**config.mk**
```make
export PLATFORM = sky130hd
export DESIGN_NAME = vram_user_arbiter
export DESIGN_NICKNAME = d
export VERILOG_FILES = /design/src/rtl/vram_user_arbiter.sv
export SDC_FILE = /design/constraint.sdc
export NUM_CORES = 1
export LEC_CHECK = 0
export ABC_CLOCK_PERIOD_IN_PS = 3500
export CORE_ASPECT_RATIO = 0.8
export CORE_MARGIN = 8
export CORE_UTILIZATION = 41
export CTS_CLUSTER_DIAMETER = 30
export DETAILED_ROUTE_END_ITERATION = 6
export HOLD_SLACK_MARGIN = 0.05
export PLACE_DENSITY = 0.91
export SLEW_MARGIN = 20
export SYNTH_ARGS = -nofsm -noshare
export SYNTH_HDL_FRONTEND = slang
export SYNTH_SLANG_ARGS = --single-unit
```
**constraint.sdc**
```tcl
create_clock -name clk -period 3.5 [get_ports clk]
set_input_delay 0.525 -clock clk [delete_from_list [all_inputs] [get_ports clk]]
set_output_delay 0.525 -clock clk [all_outputs]
set_load 0.01 [all_outputs]
```
**src/rtl/vram_user_arbiter.sv**
```systemverilog
// vram_user_arbiter: round-robin arbiter of two byte requesters onto one VRAM user port.
// Define VRAM_CLEAR_EN to include the whole-VRAM fill engine (clear_start/clear_value/clear_busy).
module vram_user_arbiter #(
    parameter int VRAM_DEPTH = 24576
) (
    input  logic        clk,
    input  logic        rst_n,
    input  logic        a_req,
    input  logic        a_we,
    input  logic [14:0] a_addr,
    input  logic [7:0]  a_wdata,
    output logic        a_ack,
    output logic [7:0]  a_rdata,
    output logic        a_rvalid,
    input  logic        b_req,
    input  logic        b_we,
    input  logic [14:0] b_addr,
    input  logic [7:0]  b_wdata,
    output logic        b_ack,
    output logic [7:0]  b_rdata,
    output logic        b_rvalid,
    input  logic        clear_start,
    input  logic [7:0]  clear_value,
    output logic        clear_busy,
    output logic [14:0] vram_addr,
    output logic [7:0]  vram_wdata,
    output logic        vram_we,
    input  logic [7:0]  vram_rdata
);
`ifdef VRAM_CLEAR_EN
    typedef enum logic [1:0] {IDLE, ACCESS, CLEAR} state_t;
    localparam logic [14:0] LAST_ADDR = 15'(VRAM_DEPTH - 1);
    logic       pend_q, pend_d;
    logic [7:0] val_q, val_d;
`else
    typedef enum logic {IDLE, ACCESS} state_t;
`endif
    state_t      state_q, state_d;
    logic        last_b_q, last_b_d;
    logic        a_ack_q, a_ack_d, b_ack_q, b_ack_d;
    logic [14:0] addr_q, addr_d;
    logic [7:0]  wdata_q, wdata_d;
    logic        we_q, we_d;
    logic [1:0]  rd_q, rd_d;
    logic        a_rvalid_q, b_rvalid_q;
    logic [7:0]  a_rdata_q, b_rdata_q;
    logic        grant_b;
    // last_b_q=1 means b was granted last, so a wins a tie
    assign grant_b = b_req && (!a_req || !last_b_q);
    always_comb begin
        state_d  = state_q;
        last_b_d = last_b_q;
        a_ack_d  = 1'b0;
        b_ack_d  = 1'b0;
        addr_d   = addr_q;
        wdata_d  = wdata_q;
        we_d     = 1'b0;
        rd_d     = 2'b00;
`ifdef VRAM_CLEAR_EN
        pend_d   = pend_q;
        val_d    = val_q;
`endif
        unique case (state_q)
            IDLE: begin
`ifdef VRAM_CLEAR_EN
                if (clear_start || pend_q) begin
                    state_d = CLEAR;
                    pend_d  = 1'b0;
                    addr_d  = '0;
                    we_d    = 1'b1;
                    wdata_d = clear_start ? clear_value : val_q;
                end else
`endif
                if (a_req || b_req) begin
                    state_d  = ACCESS;
                    last_b_d = grant_b;
                    a_ack_d  = !grant_b;
                    b_ack_d  = grant_b;
                    addr_d   = grant_b ? b_addr : a_addr;
                    we_d     = grant_b ? b_we : a_we;
                    wdata_d  = grant_b ? b_wdata : a_wdata;
                end
            end
            ACCESS: begin
                state_d = IDLE;
                rd_d    = {b_ack_q & ~we_q, a_ack_q & ~we_q};
`ifdef VRAM_CLEAR_EN
                if (clear_start) begin
                    pend_d = 1'b1;
                    val_d  = clear_value;
                end
`endif
            end
`ifdef VRAM_CLEAR_EN
            CLEAR: begin
                if (addr_q == LAST_ADDR) begin
                    state_d = IDLE;
                end else begin
                    addr_d = addr_q + 15'd1;
                    we_d   = 1'b1;
                end
            end
`endif
            default: state_d = IDLE;
        endcase
    end
    always_ff @(posedge clk or negedge rst_n) begin
        if (!rst_n) begin
            state_q    <= IDLE;
            last_b_q   <= 1'b1;
            a_ack_q    <= 1'b0;
            b_ack_q    <= 1'b0;
            addr_q     <= '0;
            wdata_q    <= '0;
            we_q       <= 1'b0;
            rd_q       <= 2'b00;
            a_rvalid_q <= 1'b0;
            b_rvalid_q <= 1'b0;
            a_rdata_q  <= '0;
            b_rdata_q  <= '0;
        end else begin
            state_q    <= state_d;
            last_b_q   <= last_b_d;
            a_ack_q    <= a_ack_d;
            b_ack_q    <= b_ack_d;
            addr_q     <= addr_d;
            wdata_q    <= wdata_d;
            we_q       <= we_d;
            rd_q       <= rd_d;
            a_rvalid_q <= rd_q[0];
            b_rvalid_q <= rd_q[1];
            if (rd_q[0]) a_rdata_q <= vram_rdata;
            if (rd_q[1]) b_rdata_q <= vram_rdata;
        end
    end
`ifdef VRAM_CLEAR_EN
    always_ff @(posedge clk or negedge rst_n) begin
        if (!rst_n) begin
            pend_q <= 1'b0;
            val_q  <= '0;
        end else begin
            pend_q <= pend_d;
            val_q  <= val_d;
        end
    end
    assign clear_busy = (state_q == CLEAR);
`else
    logic unused_clear;
    assign unused_clear = ^{clear_start, clear_value, 32'(VRAM_DEPTH)};
    assign clear_busy   = 1'b0;
`endif
    assign a_ack      = a_ack_q;
    assign b_ack      = b_ack_q;
    assign a_rvalid   = a_rvalid_q;
    assign b_rvalid   = b_rvalid_q;
    assign a_rdata    = a_rdata_q;
    assign b_rdata    = b_rdata_q;
    assign vram_addr  = addr_q;
    assign vram_wdata = wdata_q;
    assign vram_we    = we_q;
endmodule

```
Yosys cells after proc, flatten, opt, wreduce, memory -nomap -nowiden --
Cells that the tools add are included.
Word-level totals: flip-flop bits (word level) 48, input bits 69, output and inout port bits 45, logic and storage cells 35
Operators by class: mux-type cells 12, bitwise logic cells 4, reductions and logical operators 7
Operators with widths (number):
- two-way mux 15 bit | 1
- two-way mux 1 bit | 8
- two-way mux 8 bit | 1
- zero test 1 bit | 3
- AND 1 bit | 2
- logical OR 1 bit | 2
- two-way mux 2 bit | 1
- inverter 1 bit | 2
- case mux 1 bit (2 select lines) | 1
- AND reduction 2 bit | 1
- logical AND 1 bit | 1

Longest topological paths before layout --
depth after elaboration 6, depth in mapped cells 5, gate-level depth less buffers 4

Least setup slack after synthesis --
OpenSTA, ideal clock, no wires.
path type input -> register, start input port b_req, end register addr_q[0] (netlist: vram_addr[0]), setup time 0.122 ns, data arrival time 1.094 ns, required time 3.378 ns, setup slack 2.285 ns, stages 5, buffers on the path 1, path through o21bai_4 inv_2 buf_2 nor2_1 a21oi_2
On the way: longest elaborated chain between the ends 2, elaborated cells between the ends (all ways) 4, classes of those cells 1 x mux; 3 x reduce/logical
Ends and longest elaborated chain:
- from (decl) | line 15 | input logic b_req,
- logical AND 1 bit / logical OR 1 bit (equally long branches) | line 49, 74
- two-way mux 15 bit / AND reduction 2 bit (equally long branches)
- to (signal assigned) | line 126 | addr_q <= addr_d;
- to (decl) | line 41 | logic [14:0] addr_q, addr_d;
Parallel ways exist; a longest one is shown, timed or not. A chain may end at the register's enable or synchronous reset.

Worst setup path in the final report --
start input port a_req, end register addr_q[14] (netlist: vram_addr[14])
On the way: longest elaborated chain between the ends 4, elaborated cells between the ends (all ways) 6, classes of those cells 1 x mux; 5 x reduce/logical
Ends and longest elaborated chain:
- from (decl) | line 8 | input logic a_req,
- zero test 1 bit | line 49 | assign grant_b = b_req && (!a_req || !last_b_q);
- logical OR 1 bit | line 49
- logical AND 1 bit | line 49
- two-way mux 15 bit | line 79 | addr_d = grant_b ? b_addr : a_addr;
Parallel ways exist; a longest one is shown, timed or not.

==> results by group <==
Floorplanning
  – Core area: just under 5000 sq um
  – Full die area: 7470 sq um
  – Die Wd: about 95 um
  – IO Count: 114
  – Rows: 23
  – Initial core utilization: 0.415
  – Die span in y: a little under 80 um

Power
  – PD cells: 590 nW/um^2
  – Leak pwr: roughly 1.3 nW
  – Peak VDD IR: roughly 0.35 mV

STA
  – Slew HR: 0.515
  – Final min period: 2160 ps
  – Hold Vio Cnt, Final: 0
  – Slew @ Worst Pin: between 700 and 800 ps
  – Final Cycle Share: 0.616
  – Skew final: 7.54 ps
  – Slew Limit Fails: 0
  – Max Freq: between 400 and 500 MHz
  – TNS Setup: 0 ps
  – RSZ-0062 raised after global routing: no
  – Final Setup Violations: 0
  – Final worst setup slack: about 1300 ps

Clocking
  – CTS resizes: 0
  – CTS clock-pin slew for the worst setup and hold paths: ~90 ps
  – CTS Buffer Depth: 2
  – CTS tree: yes
  – Clk sink count: 48
  – Root Driver: clkbuf_8
  – CTS buffer count: 5
  – Post-CTS setup buffer count: 0
  – Clk Latency, worst-skew pair: around 290 ps
  – Htree depth: 2
  – Cts-stage hold buffer count: 0

Yosys
  – Top cell type by total area after synthesis: dfrtp_1
  – Seq cells post-synth: 48
  – Top-area cell type share of the netlist area: 0.580
  – Synth Warn #: 0
  – Most area-consuming cells after synthesis: dfrtp_1, mux2_2, a21oi_1
  – Cell count after synthesis: 174
  – Count of cell types in the netlist: 23
  – Post-synthesis cell area: between 2000 and 2500 sq um
  – Sequential area share after synthesis: 0.593
  – Syn nets: between 200 and 250
  – Avg Inst Size Synth: roughly 12 sq um

Final layout
  – Layout cell share with drive strength beyond 1: 0.136
  – Most common cell after layout, fill and taps aside: clkdlybuf4s50_1
  – ANT cells: 0
  – Fin nets: 340
  – Final core utilization: 0.636
  – Area grow syn2layout: 53.4%
  – Most frequent cells in the layout: clkdlybuf4s50_1, dfrtp_1, nand2_1, a21oi_1, mux2_2

GRT
  – Total track usage: 0.156
  – First-pass GRT wire length: 9330 um
  – Most Crowded Layer GR: met2
  – Met2 Use GR: 0.239
  – Pin count of the biggest net entering global routing: between 40 and 50
  – Vias in the first global route: ~1900
  – Met1 Use GR: 0.195
  – Initial antenna violation count: 0
  – GRT overflow: 0
  – Met3 GRT Util: 0.0706

Place
  – Setup WS pre-CTS: around 1000 ps
  – GPL Wtd Cong: 0.703
  – Hpwl dp: between 4000 and 5000 um
  – Input/output buffers: a little over 100

Hold path
  – Hold WC Path Type: in -> async

Routing
  – WL per Instance: 16.9 um
  – Total Wirelength: around 5600 um
  – DRC violation count after routing: 0
  – DRT Pass-1 Iters: 5
  – Via-per-instance ratio: between 5 and 6
  – Detailed-route via count: 1707
  – Drt initial violations: 59
  – Post-route ant nets: 0

Critical path
  – Startpoint types: input pin
  – Critical path class: in -> reg
  – CP max FO: 26
  – WP data required: around 3700 ps
  – Crit end category: register
  – Worst Path Arrival: ~2300 ps

Status
  – Status: finished, final reports clean

Run
  – Max-cap viol count: 0
## metal layers
layer,up-vias,part of all wire
li1,796,-
met1,831,0.42
met2,75,0.46
met3,5,0.11
met4,0,0.0059
met5,-,0
## worst max-delay path: stages
cell	delay, ps
clkdlybuf4s50_1	540
o21bai_4	610
inv_2	380
nor2_1	230
a21oi_2	40
## logic make-up (layout without fill, tap and decap cells)
kind of cell    count (synthesis)  after routing  share of synthesized area
buf+inv                        15            113                     0.0549
simple gates                   52             52                      0.106
other cells                     1              1                    0.00185
compound gates                 42             42                      0.155
flops                          48             48                      0.593
mux                            16             16                     0.0888
## cell usage after synthesis
| library cell | n |
|---|---|
| dfrtp_1 | 47 |
| nand2_1 | 25 |
| a21oi_1 | 19 |
| mux2_2 | 16 |
| nor2_1 | 15 |
| a32oi_1 | 10 |
| nand3_1 | 10 |
| a21oi_2 | 9 |
| buf_2 | 5 |
| buf_6 | 4 |
| nor3b_1 | 2 |
| a21bo_2 | 1 |
| a21boi_4 | 1 |
| a31oi_1 | 1 |
| buf_4 | 1 |
| buf_8 | 1 |
| clkbuf_1 | 1 |
| clkbuf_4 | 1 |
| conb_1 | 1 |
| dfstp_2 | 1 |
| inv_1 | 1 |
| inv_2 | 1 |
| o21bai_4 | 1 |
## metrics by stage
stage | area, sq um | hold slack [ps] | instances | total power [W]
floorplan | 2030 | 229 | 174 | 0.00111
global placement | 3030 | 445 | 326 | 0.00152
detailed placement | 3030 | 447 | 326 | 0.00155
CTS | 3110 | 459 | 334 | 0.00186
global route | 3110 | 272 | 334 | 0.00196
finish | 3110 | 234 | 334 | 0.00183
## power breakdown
group          switching [W]  internal [W]  total [W]  leakage, nW
logic               0.000285      0.000430   0.000715        0.682
registers          0.0000928      0.000714   0.000807        0.573
clock network       0.000172      0.000141   0.000312       0.0422
total               0.000549       0.00129    0.00183         1.30
## area by class of cell
cell class	instances	area, sq um
Inverter	2	7.51
Multi-Input combinational cell	111	714
Clock buffer	7	76.3
Sequential cell	48	1200
Fill cell	406	1780
Tap cell	62	77.6
Clock inverter	1	5.00
Timing Repair Buffer	103	1030
## registers in the layout (all words and copies together) (netlist names)
signal	cells
state_q	1
b_rvalid	1
vram_wdata	8
a_rvalid	1
vram_addr	15
a_rdata	8
b_ack	1
rd_q	2
vram_we	1
a_ack	1
b_rdata	8
last_b_q	1
## worst paths after layout
kind	startpoint	to	slack, ps	depth (start not counted)
setup / recovery	a_req	vram_addr[14]$_DFFE_PN0P_	1340	5
hold / removal	rst_n	vram_addr[2]$_DFFE_PN0P_	230	1
setup reg to reg	state_q$_DFF_PN0_	vram_wdata[3]$_DFFE_PN0P_	2030	4
hold reg to reg	state_q$_DFF_PN0_	b_ack$_DFF_PN0_	460	1
max in group asynchronous	rst_n	a_rdata[0]$_DFFE_PN0P_	2850	1
min in group clk	state_q$_DFF_PN0_	b_ack$_DFF_PN0_	460	1
No activity file was read; power rests on OpenSTA's default activity.
